## config.mk

```make
export PLATFORM = sky130hd
export DESIGN_NAME = trng_word_ctrl
export DESIGN_NICKNAME = d
export VERILOG_FILES = /design/src/rtl/trng_word_ctrl.sv
export SDC_FILE = /design/constraint.sdc
export NUM_CORES = 1
export LEC_CHECK = 0
export CAP_MARGIN = 20
export CORE_AREA = 2 2 72 74
export DETAILED_ROUTE_END_ITERATION = 10
export DIE_AREA = 0 0 74 76
export PLACE_DENSITY = 0.81
export SLEW_MARGIN = 20
export SYNTH_ARGS = -nofsm -noshare
export SYNTH_HDL_FRONTEND = slang
export SYNTH_SLANG_ARGS = --single-unit
```

## constraint.sdc

```tcl
create_clock -name clk -period 2.75 [get_ports clk]
set_input_delay 0.275 -clock clk [delete_from_list [all_inputs] [get_ports clk]]
set_output_delay 0.275 -clock clk [all_outputs]
set_load 0.01 [all_outputs]
```

## src/rtl/trng_word_ctrl.sv

```systemverilog
// Word-collection sequencer for the TRNG shift register: clear, count WIDTH bits, capture, present.
// Optional stuck-word rejection is enabled by defining TRNG_STUCK_WORD_DETECT_EN.
module trng_word_ctrl #(
    parameter int WIDTH = 32,
    parameter int OVR_W = 8
) (
    input  logic             clk,
    input  logic             rst,
    input  logic             enable,
    input  logic             bit_valid,
    input  logic [WIDTH-1:0] sr_word,
    output logic             sr_load,
    output logic             sr_clr,
    output logic             sr_bit_valid,
    output logic [WIDTH-1:0] word_out,
    output logic             word_valid,
    input  logic             word_ready,
    output logic             busy,
`ifdef TRNG_STUCK_WORD_DETECT_EN
    output logic             stuck_flag,
`endif
    output logic [OVR_W-1:0] overrun_cnt
);

    localparam int CNT_W = $clog2(WIDTH + 1);
    localparam logic [CNT_W-1:0] LAST_BIT = CNT_W'(WIDTH - 1);
    localparam logic [OVR_W-1:0] OVR_MAX  = '1;

    typedef enum logic [2:0] {
        S_IDLE,
        S_CLEAR,
        S_COLLECT,
        S_CAPTURE,
        S_PRESENT
    } state_t;

    state_t           state;
    logic [CNT_W-1:0] bit_cnt;
    logic             collect_q;

`ifdef TRNG_STUCK_WORD_DETECT_EN
    logic [WIDTH-1:0] last_word;
    logic             have_last;
    logic             reject;

    always_comb begin
        reject = (sr_word == '0) || (sr_word == '1) ||
                 (have_last && (sr_word == last_word));
    end
`endif

    // The shift strobe must reach the register in the same cycle as the bit.
    assign sr_bit_valid = collect_q & bit_valid;

    always_ff @(posedge clk) begin
        if (rst) begin
            state       <= S_IDLE;
            bit_cnt     <= '0;
            collect_q   <= 1'b0;
            sr_load     <= 1'b0;
            sr_clr      <= 1'b0;
            busy        <= 1'b0;
            word_out    <= '0;
            word_valid  <= 1'b0;
            overrun_cnt <= '0;
`ifdef TRNG_STUCK_WORD_DETECT_EN
            stuck_flag  <= 1'b0;
            last_word   <= '0;
            have_last   <= 1'b0;
`endif
        end else begin
            if ((state == S_CAPTURE || state == S_PRESENT) && bit_valid &&
                overrun_cnt != OVR_MAX) begin
                overrun_cnt <= overrun_cnt + 1'b1;
            end

            case (state)
                S_IDLE: begin
                    if (enable) begin
                        state   <= S_CLEAR;
                        sr_load <= 1'b1;
                        sr_clr  <= 1'b1;
                        busy    <= 1'b1;
                    end
                end

                S_CLEAR: begin
                    bit_cnt   <= '0;
                    sr_clr    <= 1'b0;
                    collect_q <= 1'b1;
                    state     <= S_COLLECT;
                end

                S_COLLECT: begin
                    // Disable wins over a final bit arriving in the same cycle.
                    if (!enable) begin
                        state     <= S_IDLE;
                        collect_q <= 1'b0;
                        sr_load   <= 1'b0;
                        busy      <= 1'b0;
                    end else if (bit_valid) begin
                        bit_cnt <= bit_cnt + 1'b1;
                        if (bit_cnt == LAST_BIT) begin
                            state     <= S_CAPTURE;
                            collect_q <= 1'b0;
                        end
                    end
                end

                S_CAPTURE: begin
`ifdef TRNG_STUCK_WORD_DETECT_EN
                    if (reject) begin
                        stuck_flag <= 1'b1;
                        sr_clr     <= 1'b1;
                        state      <= S_CLEAR;
                    end else begin
                        word_out   <= sr_word;
                        word_valid <= 1'b1;
                        last_word  <= sr_word;
                        have_last  <= 1'b1;
                        state      <= S_PRESENT;
                    end
`else
                    word_out   <= sr_word;
                    word_valid <= 1'b1;
                    state      <= S_PRESENT;
`endif
                end

                S_PRESENT: begin
                    if (word_valid && word_ready) begin
                        word_valid <= 1'b0;
                        if (enable) begin
                            sr_clr <= 1'b1;
                            state  <= S_CLEAR;
                        end else begin
                            sr_load <= 1'b0;
                            busy    <= 1'b0;
                            state   <= S_IDLE;
                        end
                    end
                end

                default: begin
                    state     <= S_IDLE;
                    collect_q <= 1'b0;
                    sr_load   <= 1'b0;
                    sr_clr    <= 1'b0;
                    busy      <= 1'b0;
                end
            endcase
        end
    end

endmodule

```

* Word level (Yosys, flattened, before mapping)
Cells that the tools add are included.
W data, S select, Z words.
** Storage, ports and cells
- Register bits :: 54
- Bits of input ports :: 37
- Output and inout port bits :: 45
- Logic and storage cells :: 69
** Operators by class
- $add $sub $neg :: 2
- Equal/unequal tests :: 12
- Muxes and demuxes :: 26
- Bitwise gates (word level) :: 4
- Reductions and logical operators :: 16
** Operators by type and width (count)
- $mux W3 :: 5
- $pmux W3 S5 :: 1
- $mux W1 :: 12
- $mux W6 :: 2
- $pmux W6 S2 :: 1
- $reduce_and A3 Y1 :: 3
- $add A8 B1 Y8 const B :: 1
- $ne A8 B8 Y1 const B :: 1
- $pmux W1 S4 :: 2
- $add A6 B1 Y6 const B :: 1
- $eq A3 B2 Y1 const B :: 2
- $eq A6 B5 Y1 const B :: 1
- $ne A2 B2 Y1 const B :: 3
- $ne A3 B3 Y1 const B :: 2
- $pmux W1 S3 :: 2
- $reduce_and A2 Y1 :: 2
- $reduce_and A4 Y1 :: 1
- $reduce_bool A2 Y1 :: 2
- $reduce_or A2 Y1 :: 2
- $eq A3 B1 Y1 const B :: 1
- $eq A3 B3 Y1 const B :: 1
- $logic_and A1 B1 Y1 :: 3
- $logic_not A3 Y1 :: 1
- $not A1 Y1 :: 3
- 5 further kinds :: 5

* Depth between registers and ports, before layout
Gate-level depths: netlist of run 1.
- Depth after elaboration :: 5
- Gate-level depth with buffers :: 6
- Depth with buffers taken out :: 5

* Worst setup path before layout of run 1
OpenSTA, ideal clock, no wires.
- Path kind :: register to register
- From :: register overrun_cnt[0]
- To :: register overrun_cnt[3]
- Setup time :: 132 ps
- Data arrival time :: 1489 ps
- Required time :: 2618 ps
- Slack :: 1129 ps
- Stages on the path, launching flop included :: 6
- Buffers on the path :: 0
- Clock period less this slack :: 1621 ps
- Cells stage by stage :: dfxtp_1 ha_1 nand3_1 nor3_1 or4_1 a21oi_1
** On the way
- Longest elaborated chain between the ends :: 2
- Elaborated cells on any way between the ends :: 3
- Those cells by class :: 1 x add/sub; 1 x eq/ne; 1 x reduce/logical
** Ends and longest elaborated chain
- start: declaration :: RTL line 22 : output logic [OVR_W-1:0] overrun_cnt
- start signal: assignment :: RTL line 74 : overrun_cnt <= overrun_cnt + 1'b1;
- branches (longest 2 deep; another with $add A8 B1 Y8)
Parallel ways; which one is timed is not known.
A chain may end at the register's enable or synchronous reset.

* Worst setup path after layout of run 1
- From :: register state[2]
- To :: register overrun_cnt[4]
** On the way
- Longest elaborated chain between the ends :: 4
- Elaborated cells on any way between the ends :: 5
- Those cells by class :: 2 x eq/ne; 3 x reduce/logical
** Ends and longest elaborated chain
- start: declaration :: RTL line 37 : state_t state;
- start signal: assignment :: RTL line 57 : state <= S_IDLE;
- start signal: assignment :: RTL line 80 : state <= S_CLEAR;
- start signal: assignment :: RTL line 91 : state <= S_COLLECT;
- $eq A3 B2 Y1 / $eq A3 B3 Y1 (equally long branches) :: RTL line 72 : if ((state == S_CAPTURE || state == S_PRESENT) && bit_valid &&
- $logic_or A1 B1 Y1 (*) :: RTL line 72
- $logic_and A1 B1 Y1 (*) (2 in a row) :: RTL line 72
Every way passes the cells marked *; elsewhere a longest branch is shown, timed or not.

==> results.md, run 1 <==
- The share of the clock period used by the worst path after layout is 70.3%.
- The multi-input gate area in the final layout is 0.00103 mm².
- Measured against its own limit, the worst slew margin works out to 40.4%.
- The total standard cell area after synthesis is 0.00221 mm².
- The cell taking the most area after synthesis is dfxtp_1.
- Clock latency on the worst-skew pair, taken at its later pin, is 0.30 ns.
- Setup repair after global routing left no endpoint under its margin.
- The post-synthesis sequential area ratio is 48.9%.
- The switching power total is 0.310 mW.
- The cell sitting at the root of the clock tree is a clkbuf_8.
- The design draws 1.44 mW.
- The yosys synthesis warning count is 0.
- The area of all placed cells without fillers is 0.00316 mm².
- The placeable core area is 0.00491 mm².
- The number of vias per cell after detailed routing is 5.03.
- The floorplan step set the die width to 74 µm.
- Of the total power, the share spent switching nets is 21.5%.
- Among all flip-flop cells after synthesis, the most frequent one is dfxtp_1.
- In this run the core area contains 26 standard-cell rows.
- The worst path meets setup with 0.816 ns of slack.
- In the routed design, unresolved DRC markers number 0.
- The fraction of power consumed by combinational cells is 9.7%.
- Measured on the finished design, the core utilization comes to 64.4%.
- The sequential cells in the finished layout cover a total of 0.00108 mm².
- The worst path required time is 2.98 ns.
- The number of antenna violations at the first check in global routing is 0.
- Once placement finished, the instance area stood at 0.00305 mm².
- The count of filler cells inserted in the layout is 440.
- The total global routing track utilization is 19.5%.
- The worst setup path is launched from a flip-flop.
- The height of the die is 76 µm.
- The CTS tree is yes.
- The largest net degree at the start of global routing is 36.
- The initial utilization of the core area, before any placement, comes to 45.0%.
- In this run, synthesis inferred 0 flip-flops with an integrated enable.
- The wire length of the first global-routing pass is 8840 µm.
- 82 I/O pins were placed.
- After the first detailed-routing iteration, the DRC count stood at 79.
- The count of final hold-check violations is 0.
- The sort of element at the end of the critical path is a flip-flop.
- The clock arrives with 0.00353 ns of skew.
- The run finished with clean final reports.
- The finished layout holds 416 standard cells, fillers aside.
- After synthesis, the netlist uses 43 different library cells.
- The number of register bits inferred by synthesis is 54.
- The last weighted congestion value of the routability-driven placer is 0.817.
- Across all layers, the routed design uses 2092 vias.
- The final layout contains 384 nets.
- Cell internal power was estimated by the tool at 1.13 mW.
- Counting along the longest clock path gives a buffer depth of 2.
- For this design the static power due to leakage is 1.03 nW.
- The worst hold slack is 0.364 ns.
- Hold repair after CTS inserted 0 buffers.
- The maximum fanout encountered on the critical timing path is 16.
- In the synthesized netlist, the number of instances is 270.
- The signal arrival time at the worst endpoint is 2.16 ns.
- The half-perimeter wire length after placement is 3690 µm.
- The placement-stage worst setup slack is 0.820 ns.
- The shortest period the worst path allows is 1.93 ns.
- In this run, flip-flops and latches consume 56.1% of the power.
- The clock transition at the registers of the reported paths is 0.09 ns.
- The net count after synthesis is 309.
- The number of global-route vias before repair is 1986.
- The kind of path behind the tightest hold check is in2reg.
- Relative to the synthesized area, the layout overhead comes to 43.1%.
- The power share of the clock group is 34.1%.
- The detailed-route wire length is 5180 µm.
- Setup violations remaining at the end of the flow were counted as 0.
- IR analysis of the VDD net gives a maximum drop of 287 µV.
- The number of iterations in the first detailed-routing pass is 4.
- The highest achievable clock rate is 0.517 GHz.
- By area the synthesized netlist is led by dfxtp_1, nand2_1, a21oi_1, nor2_1, clkbuf_1.
- The fraction of final layout cells sized beyond drive strength 1 is 4.91%.
- The final max-slew violation count was 0.
- The total overflow left after global routing is 0.
- The power per cell area is 457 mW/mm².
- Across the run, the number of max-cap violations was 0.
- Summed over its instances, the top area cell type makes up 48.9% of the synthesized netlist area.
- In the final routed layout, each cell accounts on average for 12.4 µm.
- The class of the most critical setup path is reg2reg.
- The clock sink count is 54.
- The post-synthesis async set-or-reset flop share is 0%.
- Post-CTS repair changed the size of 0 cells.
- In this run the remaining antenna-violating nets after routing total 0.
- The count of H-tree levels built during CTS is 2.
- Including well taps, the total number of placed cells is 408.
- In this run, CTS created clock tree buffers numbering 5.
- The average cell area after synthesis is 8.19 µm².
- During placement, the flow inserted port buffers numbering 81.
- The floorplan step defined a die boundary enclosing 0.00562 mm².
- Summed over all failing endpoints, the final setup total negative slack is 0 ns.
- The repair_antennas step left the layout with diodes totalling 0.
- Buffers added to address setup during post-CTS repair amount to 0.
- For the pin with the worst max-slew slack, the measured transition is 0.888 ns.
metal layers:
layer | track usage, % | vias up | wire, µm
met3 | 6.08 | 2 | 357
met2 | 32.6 | 65 | 2520
met5 | 0 | - | 0
met4 | 4.91 | 0 | 23
met1 | 24.1 | 951 | 2280
li1 | - | 1074 | -
power by group through the flow:
stage,clock [mW],sequential [mW],combinational (mW)
after global routing,0.540,0.814,0.153
after floorplan,0,0.827,0.0547
after global placement,0,0.828,0.140
after detailed placement,0,0.829,0.141
final,0.493,0.811,0.140
after CTS,0.509,0.811,0.142
state kept, by name, indices dropped and copies added (netlist names):
| name | flops |
|---|---|
| word_out | 32 |
| sr_clr | 1 |
| word_valid | 1 |
| bit_cnt | 6 |
| busy | 1 |
| state | 3 |
| collect_q | 1 |
| overrun_cnt | 8 |
| sr_load | 1 |
synthesized netlist by cell type, types with 2 or more instances:
cell type   n
clkbuf_1   11
and2_1      2
o21ai_1     2
nand3_1     5
nand2b_1    3
or4_1       3
inv_1       6
nand3b_1    5
nor3_1      5
xnor2_1     3
o21bai_1    3
nand2_1    72
a21oi_1    43
o31ai_1     4
dfxtp_1    54
buf_2       2
nor2_1     14
nor4_1      2
or3_1       2
ha_1        2
and4_1      2
a211oi_1    4
cells in the final DEF (no fill, tap or decap), types with 2 or more instances in the layout:
cell type | synthesis | layout
or4_1 | 3 | 3
and4_1 | 2 | 2
o31ai_1 | 4 | 4
clkdlybuf4s50_1 | 0 | 80
and2_1 | 2 | 2
a211oi_1 | 4 | 4
buf_4 | 1 | 3
nor2_1 | 14 | 14
nor4_1 | 2 | 2
or3_1 | 2 | 2
inv_1 | 6 | 6
nor3_1 | 5 | 5
nand2b_1 | 3 | 3
ha_1 | 2 | 2
o21bai_1 | 3 | 3
xnor2_1 | 3 | 3
nand3b_1 | 5 | 5
nand2_1 | 72 | 72
clkbuf_8 | 0 | 8
o21ai_1 | 2 | 2
dfxtp_1 | 54 | 54
a21oi_1 | 43 | 43
nand3_1 | 5 | 5
path summary, 6_finish.rpt:
kind / start / endpoint / slack [ns] / cells past startpoint
worst max register to register: state[2] / overrun_cnt[4] / 0.82 / 4
worst min-delay path: rst / word_out[20] / 0.36 / 2
worst max-delay path: state[2] / overrun_cnt[4] / 0.82 / 4
worst min register to register: word_out[5] / word_out[5] / 0.45 / 2
cell families after synthesis:
| group | Yosys count | synth area share, % |
|---|---|---|
| adders and majority gates | 2 | 1.13 |
| buffers and inverters | 22 | 4.36 |
| DFF | 54 | 48.9 |
| AOI/OAI and AO/OA | 67 | 18.2 |
| xor gates and xnor gates | 3 | 1.19 |
| muxes | 1 | 0.509 |
| and+or+nand+nor | 121 | 25.7 |
critical path: stages (launching register included):
cell and delay (ns):
dfxtp_1 0.62, nor3b_2 0.34, o21ai_2 0.19, or4_1 0.55, a21oi_1 0.17
final cells by class:
cell class	count	area share, %
sequential	54	34.2
inverter	6	0.712
timing repair buffer	84	26.2
multi-input combinational	194	32.7
tap	70	2.77
clock buffer	8	3.48
Power figures use the tool's default switching activity.
==> run 2, diff against run 1 <==
--- a/config.mk
+++ b/config.mk
@@ -6,10 +6,10 @@
 export NUM_CORES = 1
 export LEC_CHECK = 0
 export CAP_MARGIN = 20
-export CORE_AREA = 2 2 72 74
+export CORE_AREA = 2 2 74 76
 export DETAILED_ROUTE_END_ITERATION = 10
-export DIE_AREA = 0 0 74 76
-export PLACE_DENSITY = 0.81
+export DIE_AREA = 0 0 76 78
+export PLACE_DENSITY = 0.77
 export SLEW_MARGIN = 20
 export SYNTH_ARGS = -nofsm -noshare
 export SYNTH_HDL_FRONTEND = slang
==> constraint.sdc (replaced) <==
create_clock -name clk -period 1.9 [get_ports clk]
set_input_delay 0.19 -clock clk [delete_from_list [all_inputs] [get_ports clk]]
set_output_delay 0.19 -clock clk [all_outputs]
set_load 0.01 [all_outputs]
==> results.md, run 2 (same netlist as run 1, synthesis figures left out) <==
- Run status: finished clean (unchanged).
- The number of max-cap violations is 0 (unchanged).
- The detailed-route wire length is 5100 µm (was 5180 µm).
- Chain of cells forming the critical path: and3b_1 > o21ai_2 > or4_1 > a21oi_1 (was nor3b_2 > o21ai_2 > or4_1 > a21oi_1).
- The count of buffer and inverter cells on the critical path is 0 (unchanged).
- The number of global-route vias before repair was 1888 (was 1986).
- The root buffer cell is clkbuf_8 (unchanged).
- The cell with the biggest individual delay on the critical path is or4_1 (was dfxtp_1).
- The count of filler cells inserted in the layout came to 452 (was 440).
- The wire length of the first global-routing pass is 8680 µm (was 8840 µm).
- The total of endpoints with negative setup slack in the final report is 0 (unchanged).
- The share of the clock period used by the worst path after layout is 87.8% (was 70.3%).
- The shortest period the worst path allows came to 1.67 ns (was 1.93 ns).
- The remaining number of nets flagged by the antenna check after routing is 0 (unchanged).
- The total negative slack is 0 ns (unchanged).
- The number of input and output port buffers inserted is 81 (unchanged).
- The largest register by flop count is word_out (unchanged).
- The largest voltage drop on the vdd net came to 384 µV (was 287 µV).
- The normalized max-slew margin is 70.5% (was 40.4%).
- The fraction of final layout cells sized beyond drive strength 1 is 6.27% (was 4.91%).
- The x dimension of the die is 76 µm (was 74 µm).
- The total global routing track utilization came to 17.4% (was 19.5%).
- The number of DRC violations after detailed-routing iteration 0 is 98 (was 79).
- The detailed-route via count was 2077 (was 2092).
- The transition at the pin with the smallest max-transition slack came to 0.443 ns (was 0.888 ns).
- The worst path required time is 2.13 ns (was 2.98 ns).
- The clock sink count is 54 (unchanged).
- The antenna diode count is 0 (unchanged).
- The area overhead of the layout relative to synthesis was 43.9% (was 43.1%).
- The height of the die is 78 µm (was 76 µm).
- The number of antenna violations at the first check in global routing came to 0 (unchanged).
- The worst hold slack is 0.298 ns (was 0.364 ns).
- The startpoint of the worst-slack reg-to-reg timing path is state[1] (was state[2]).
- The final max-slew violation count was 0 (unchanged).
- The count of final hold-check violations is 0 (unchanged).
- Unrepaired setup endpoints after global routing: false (unchanged).
- The worst setup skew after layout came to 0.00399 ns (was 0.00353 ns).
- The number of vias per cell after detailed routing came to 4.93 (was 5.03).
- The floorplan die area is 0.00593 mm² (was 0.00562 mm²).
- The timing startpoint of the critical path was state[1] (was state[2]).
- The placeable core area came to 0.00504 mm² (was 0.00491 mm²).
- The maximum fanout encountered on the critical timing path was 12 (was 16).
- The kind of path behind the tightest hold check is in2reg (unchanged).
- The I/O pin count came to 82 (unchanged).
- The element type at the critical path start is a flip-flop (unchanged).
- The overflow left after global routing was 0 (unchanged).
- The power per cell area is 627 mW/mm² (was 457 mW/mm²).
- Largest registers: word_out x32, overrun_cnt x8, bit_cnt x6 (unchanged).
- Commonest cells after routing, fill and taps aside: clkdlybuf4s50_1, nand2_1, dfxtp_1 (unchanged).
- The share of the core filled with cells was 63.1% (was 64.4%).
- The clock transition at the registers of the reported paths is 0.09 ns (about the same).
- The clock network latency to the later pin of the worst-skew pair is 0.29 ns (was 0.30 ns).
- The maximum number of buffers from clock root to sink is 2 (unchanged).
- The family of cells with the greatest summed delay on the critical path is simple AND/OR/NAND/NOR gates (unchanged).
- The placement-stage worst setup slack is 0.169 ns (was 0.820 ns).
- The last weighted congestion value of the routability-driven placer came to 0.794 (was 0.817).
- The post-cts repair resize count is 0 (unchanged).
- The total clock buffers created by CTS was 5 (unchanged).
- The post-CTS setup buffer count is 0 (unchanged).
- The highest achievable clock rate is 0.599 GHz (was 0.517 GHz).
- The number of DRC violations after detailed routing is 0 (unchanged).
- The post-layout worst setup margin is 0.232 ns (was 0.816 ns).
- The count of H-tree levels built during CTS is 2 (unchanged).
- The start point of the worst min-delay path is rst (unchanged).
- The number of iterations in the first detailed-routing pass is 4 (unchanged).
- The total chip power was 2.00 mW (was 1.44 mW).
- The leakage component of the power is 1.04 nW (was 1.03 nW).
- The number of core rows is 26 (unchanged).
- The most common library cell in the layout ignoring fill and taps is clkdlybuf4s50_1 (unchanged).
- The half-perimeter wire length after placement is 3630 µm (was 3690 µm).
- The initial core utilization came to 43.8% (was 45.0%).
- The final net count is 390 (was 384).
- The largest net degree at the start of global routing is 34 (was 36).
- The delay contributed by the slowest stage of the critical path is 0.54 ns (was 0.62 ns).
- The detailed-route wire length per cell was 12.1 µm (was 12.4 µm).
- The number of buffers added to fix hold violations after cts was 0 (unchanged).
- The sort of element at the end of the critical path is a flip-flop (unchanged).
- The flip-flop count of the largest register, all copies and words added is 32 (unchanged).
- The CTS tree is yes (unchanged).
- The class of the most critical setup path is reg2reg (unchanged).
- The signal arrival time at the worst endpoint came to 1.90 ns (was 2.16 ns).
-- run 2: cell types whose count changed in the layout (fill, tap and decap cells not counted) --
cell        change
buf_4           +6
clkbuf_8        -3
clkinvlp_4      +2
-- run 2: layout make-up --
cell class	count	area, µm²	share of cell area [%]
multi-input combinational	194	1030	32.5
inverter	6	22.5	0.708
clock inverter	2	15.0	0.472
clock buffer	5	68.8	2.16
sequential	54	1080	34.0
timing repair buffer	90	873	27.4
tap	70	87.6	2.75
-- run 2: worst paths after layout --
check | endpoint | slack (ns) | cells past startpoint
min | bit_cnt[4] | 0.30 | 3
max | overrun_cnt[3] | 0.23 | 4
min reg2reg | word_out[21] | 0.46 | 2
max reg2reg | overrun_cnt[3] | 0.23 | 4
-- run 2: power breakdown --
group          internal (mW)  switching, mW  total, mW
clock network          0.252          0.361      0.613
registers               1.15         0.0158       1.17
logic                  0.127         0.0871      0.215
total                   1.53          0.464       2.00
-- run 2: worst reg2reg max path: stages, from the launching register on --
cell,delay (ns)
dfxtp_1,0.50
and3b_1,0.27
o21ai_2,0.16
or4_1,0.54
a21oi_1,0.14
-- run 2: per-layer routing --
metal	vias up	share of wire [%]	track usage (%)
li1	1085	-	-
met1	934	46	22.0
met2	56	49	30.4
met3	2	5.1	4.53
met4	0	0.33	2.73
met5	-	0	0
-- run 2: through the flow --
stage	instances	area (µm²)
2_1_floorplan	270	2210
3_3_place_gp	414	3100
3_5_place_dp	414	3100
4_1_cts	421	3180
5_1_grt	421	3180
6_report	421	3180
==> run 3, diff against run 2 <==
--- a/config.mk
+++ b/config.mk
@@ -5,6 +5,7 @@
 export SDC_FILE = /design/constraint.sdc
 export NUM_CORES = 1
 export LEC_CHECK = 0
+export ABC_CLOCK_PERIOD_IN_PS = 1900
 export CAP_MARGIN = 20
 export CORE_AREA = 2 2 74 76
 export DETAILED_ROUTE_END_ITERATION = 10
==> results of run 3 <==
Final layout, timing and power as in run 2 (identical DEF).
==> RTL change (config.mk and constraints of run 3) <==
Make the reset (`rst`) asynchronous in one clocked block.
--- a/src/rtl/trng_word_ctrl.sv
+++ b/src/rtl/trng_word_ctrl.sv
@@ -54,3 +54,3 @@
 
-    always_ff @(posedge clk) begin
+    always_ff @(posedge clk or posedge rst) begin
         if (rst) begin
Behaviour: differs if rst is asserted again (counterexample within 4 cycles, from zero or initial values and one cycle with rst high); with rst held inactive, the same outputs for 10 cycles.
==> RTL change against run 3 <==
Utilization rose by 5.0 points; synthesized area increased by 7.9%; routed wire length fell by 6.6%; design area up 8.0%; setup slack got worse by 0.078 ns; sequential cell count did not move.
Power is not compared: it rests on default switching activity, and its combinational part moved more than twofold at a synthesized area within 25%.
==> RTL change: results (changes against run 3) <==
Clock tree
The number of gates resized after CTS is 0 (unchanged). The maximum number of buffers from clock root to sink is 2 (unchanged).

Status
The flow ran to the end, and the final reports show no timing, DRC or antenna violations.

Critical path
The maximum fanout count along the critical path was 4 (-8). The worst register-to-register path ends at collect_q$_DFFE_PP0P_. The reg-to-reg setup timing slack is 0.15 ns (-0.08 ns).

The worst register-to-register path begins at bit_cnt[0]$_DFFE_PP0P_. The library cell contributing the largest single delay on the critical path is sky130_fd_sc_hd__or4b_2. The data arrival time of the critical path is 1.94 ns (+0.04 ns). The maximum cell stage delay along the critical path was 0.65 ns (+0.11 ns). The depth of the most critical reg-to-reg path is 5 (+1).

Layout
The layout net count was 320 (-18%). The share of post-route cells with drive strength above 1 was 0.202 (+0.139). The final non-filler cell total was 352 (-16%). The filler cell count in the final layout was 415 (-8.2%).

Global routing
The largest net degree at the start of global routing is 30 (-12%). The global routing usage summed across all routing layers is 0.168 (-0.00617). The wire length of the first global-routing pass is 8.14 mm (-6.2%).

Timing
The final worst clock skew is 0.00762 ns (+0.00363 ns). The worst-margin pin slew was 0.570 ns (+0.128 ns).

Yosys
Ranked by total cell area, the synthesized netlist is headed by sky130_fd_sc_hd__dfrtp_1 57%, sky130_fd_sc_hd__mux2_2 16%, sky130_fd_sc_hd__nand2_1 1.9%, sky130_fd_sc_hd__xnor2_1 1.8%, sky130_fd_sc_hd__nand4_1 1.6%. The share of flip-flops with an asynchronous set or reset is 1.00 (+1.00). The count of distinct cell types in the synthesized netlist was 40 (-7.0%). Ranked by instance count, the synthesized netlist is headed by 54 x sky130_fd_sc_hd__dfrtp_1, 33 x sky130_fd_sc_hd__mux2_2, 12 x sky130_fd_sc_hd__nand2_1.

The sequential element share of the synthesized area is 0.566 (+0.0774). The post-synthesis cell count is 189 (-30%). The most instantiated flip-flop cell in the synthesis netlist is sky130_fd_sc_hd__dfrtp_1. The post-synth net total is 228 (-26%).

Pwr
Across the VDD grid, the largest voltage drop is 0.000495 V.

Min path
The tightest min-delay check is of the in2async type.

Routing
The DRC violation total after the first TritonRoute iteration is 35 (-64%). The number of search-and-repair iterations in the first detailed-routing pass is 4 (unchanged). The total number of vias was 1784 (-14%). The wire length per cell after detailed routing was 13.5 um (+12%).

Placed design
The half-perimeter wire length after placement is 3.49 mm (-3.9%). The final estimated routing congestion in global placement is 0.803 (+1.1%). The placed cell count is 344 (-17%). The number of port buffers is 81 (unchanged).
## RTL change: changes by cell type after synthesis, sizes merged, moves of 9 or more
| cell | change |
|---|---|
| a21oi | -36 |
| dfxtp | -54 |
| nand2 | -60 |
| mux2 | +35 |
| dfrtp | +54 |
| clkbuf | -9 |
## RTL change: layer usage
layer / GRT usage / part of all wire / vias to the layer above
met5: 0 / 0 / -
met4: 0.0491 / 0.0048 / 0
met3: 0.0465 / 0.062 / 2
met2: 0.273 / 0.47 / 65
met1: 0.221 / 0.46 / 859
li1: - / - / 858
## RTL change: critical path: cells and delay by family (launching register included)
| kind | cells | cell delay, ns |
|---|---|---|
| AO/OA/AOI/OAI | 2 | 0.30 |
| AND/OR/NAND/NOR | 2 | 0.71 |
| adder cells (fa/ha/maj) | 1 | 0.22 |
| flip-flops | 1 | 0.42 |
## RTL change: cell families (layout without fill, tap and decap cells)
group	count (synthesis)	in the layout	share of synthesized area
adders and majority gates	2	2	0.0105
DFF	54	54	0.566
xor gates and xnor gates	6	6	0.0220
muxes	38	38	0.178
AOI/OAI and AO/OA	30	30	0.0881
and+or+nand+nor	47	47	0.111
buffers and inverters	12	105	0.0241
## RTL change: worst max-delay path by stage
stage	end	slack, ns	cells past startpoint
3_5_place_dp	collect_q$_DFFE_PP0P_	0.10	5
5_1_grt	collect_q$_DFFE_PP0P_	0.08	5
3_3_place_gp	collect_q$_DFFE_PP0P_	0.12	5
4_1_cts	collect_q$_DFFE_PP0P_	0.13	5
6_report	collect_q$_DFFE_PP0P_	0.15	5
2_1_floorplan	collect_q$_DFFE_PP0P_	0.26	5
## RTL change: area by class of cell
| class | instances | area (sq um) | share of cell area |
|---|---|---|---|
| Sequential cell | 54 | 1350 | 0.393 |
| Inverter | 5 | 18.8 | 0.00546 |
| Timing Repair Buffer | 92 | 906 | 0.264 |
| Tap cell | 70 | 87.6 | 0.0255 |
| Clock buffer | 6 | 82.6 | 0.0240 |
| Clock inverter | 2 | 12.5 | 0.00364 |
| Multi-Input combinational cell | 123 | 977 | 0.284 |
## RTL change: where the power goes
group	total, uW	switching (uW)	leakage, uW	internal, uW
clock	651	357	0.0000472	294
sequential	1380	116	0.000640	1260
combinational	643	246	0.000758	397
total	2670	719	0.00144	1950
## RTL change: stage by stage
step	hold slack (ns)	area (sq um)	total power [uW]	utilization	worst slack (ns)
after floorplan	0.341	2390	1640	-	0.264
after global placement	0.485	3340	2030	0.663	0.116
after detailed placement	0.493	3340	2050	0.663	0.103
after CTS	0.266	3440	2710	0.681	0.130
after global routing	0.311	3440	2800	0.681	0.0766
final	0.243	3440	2670	0.681	0.154
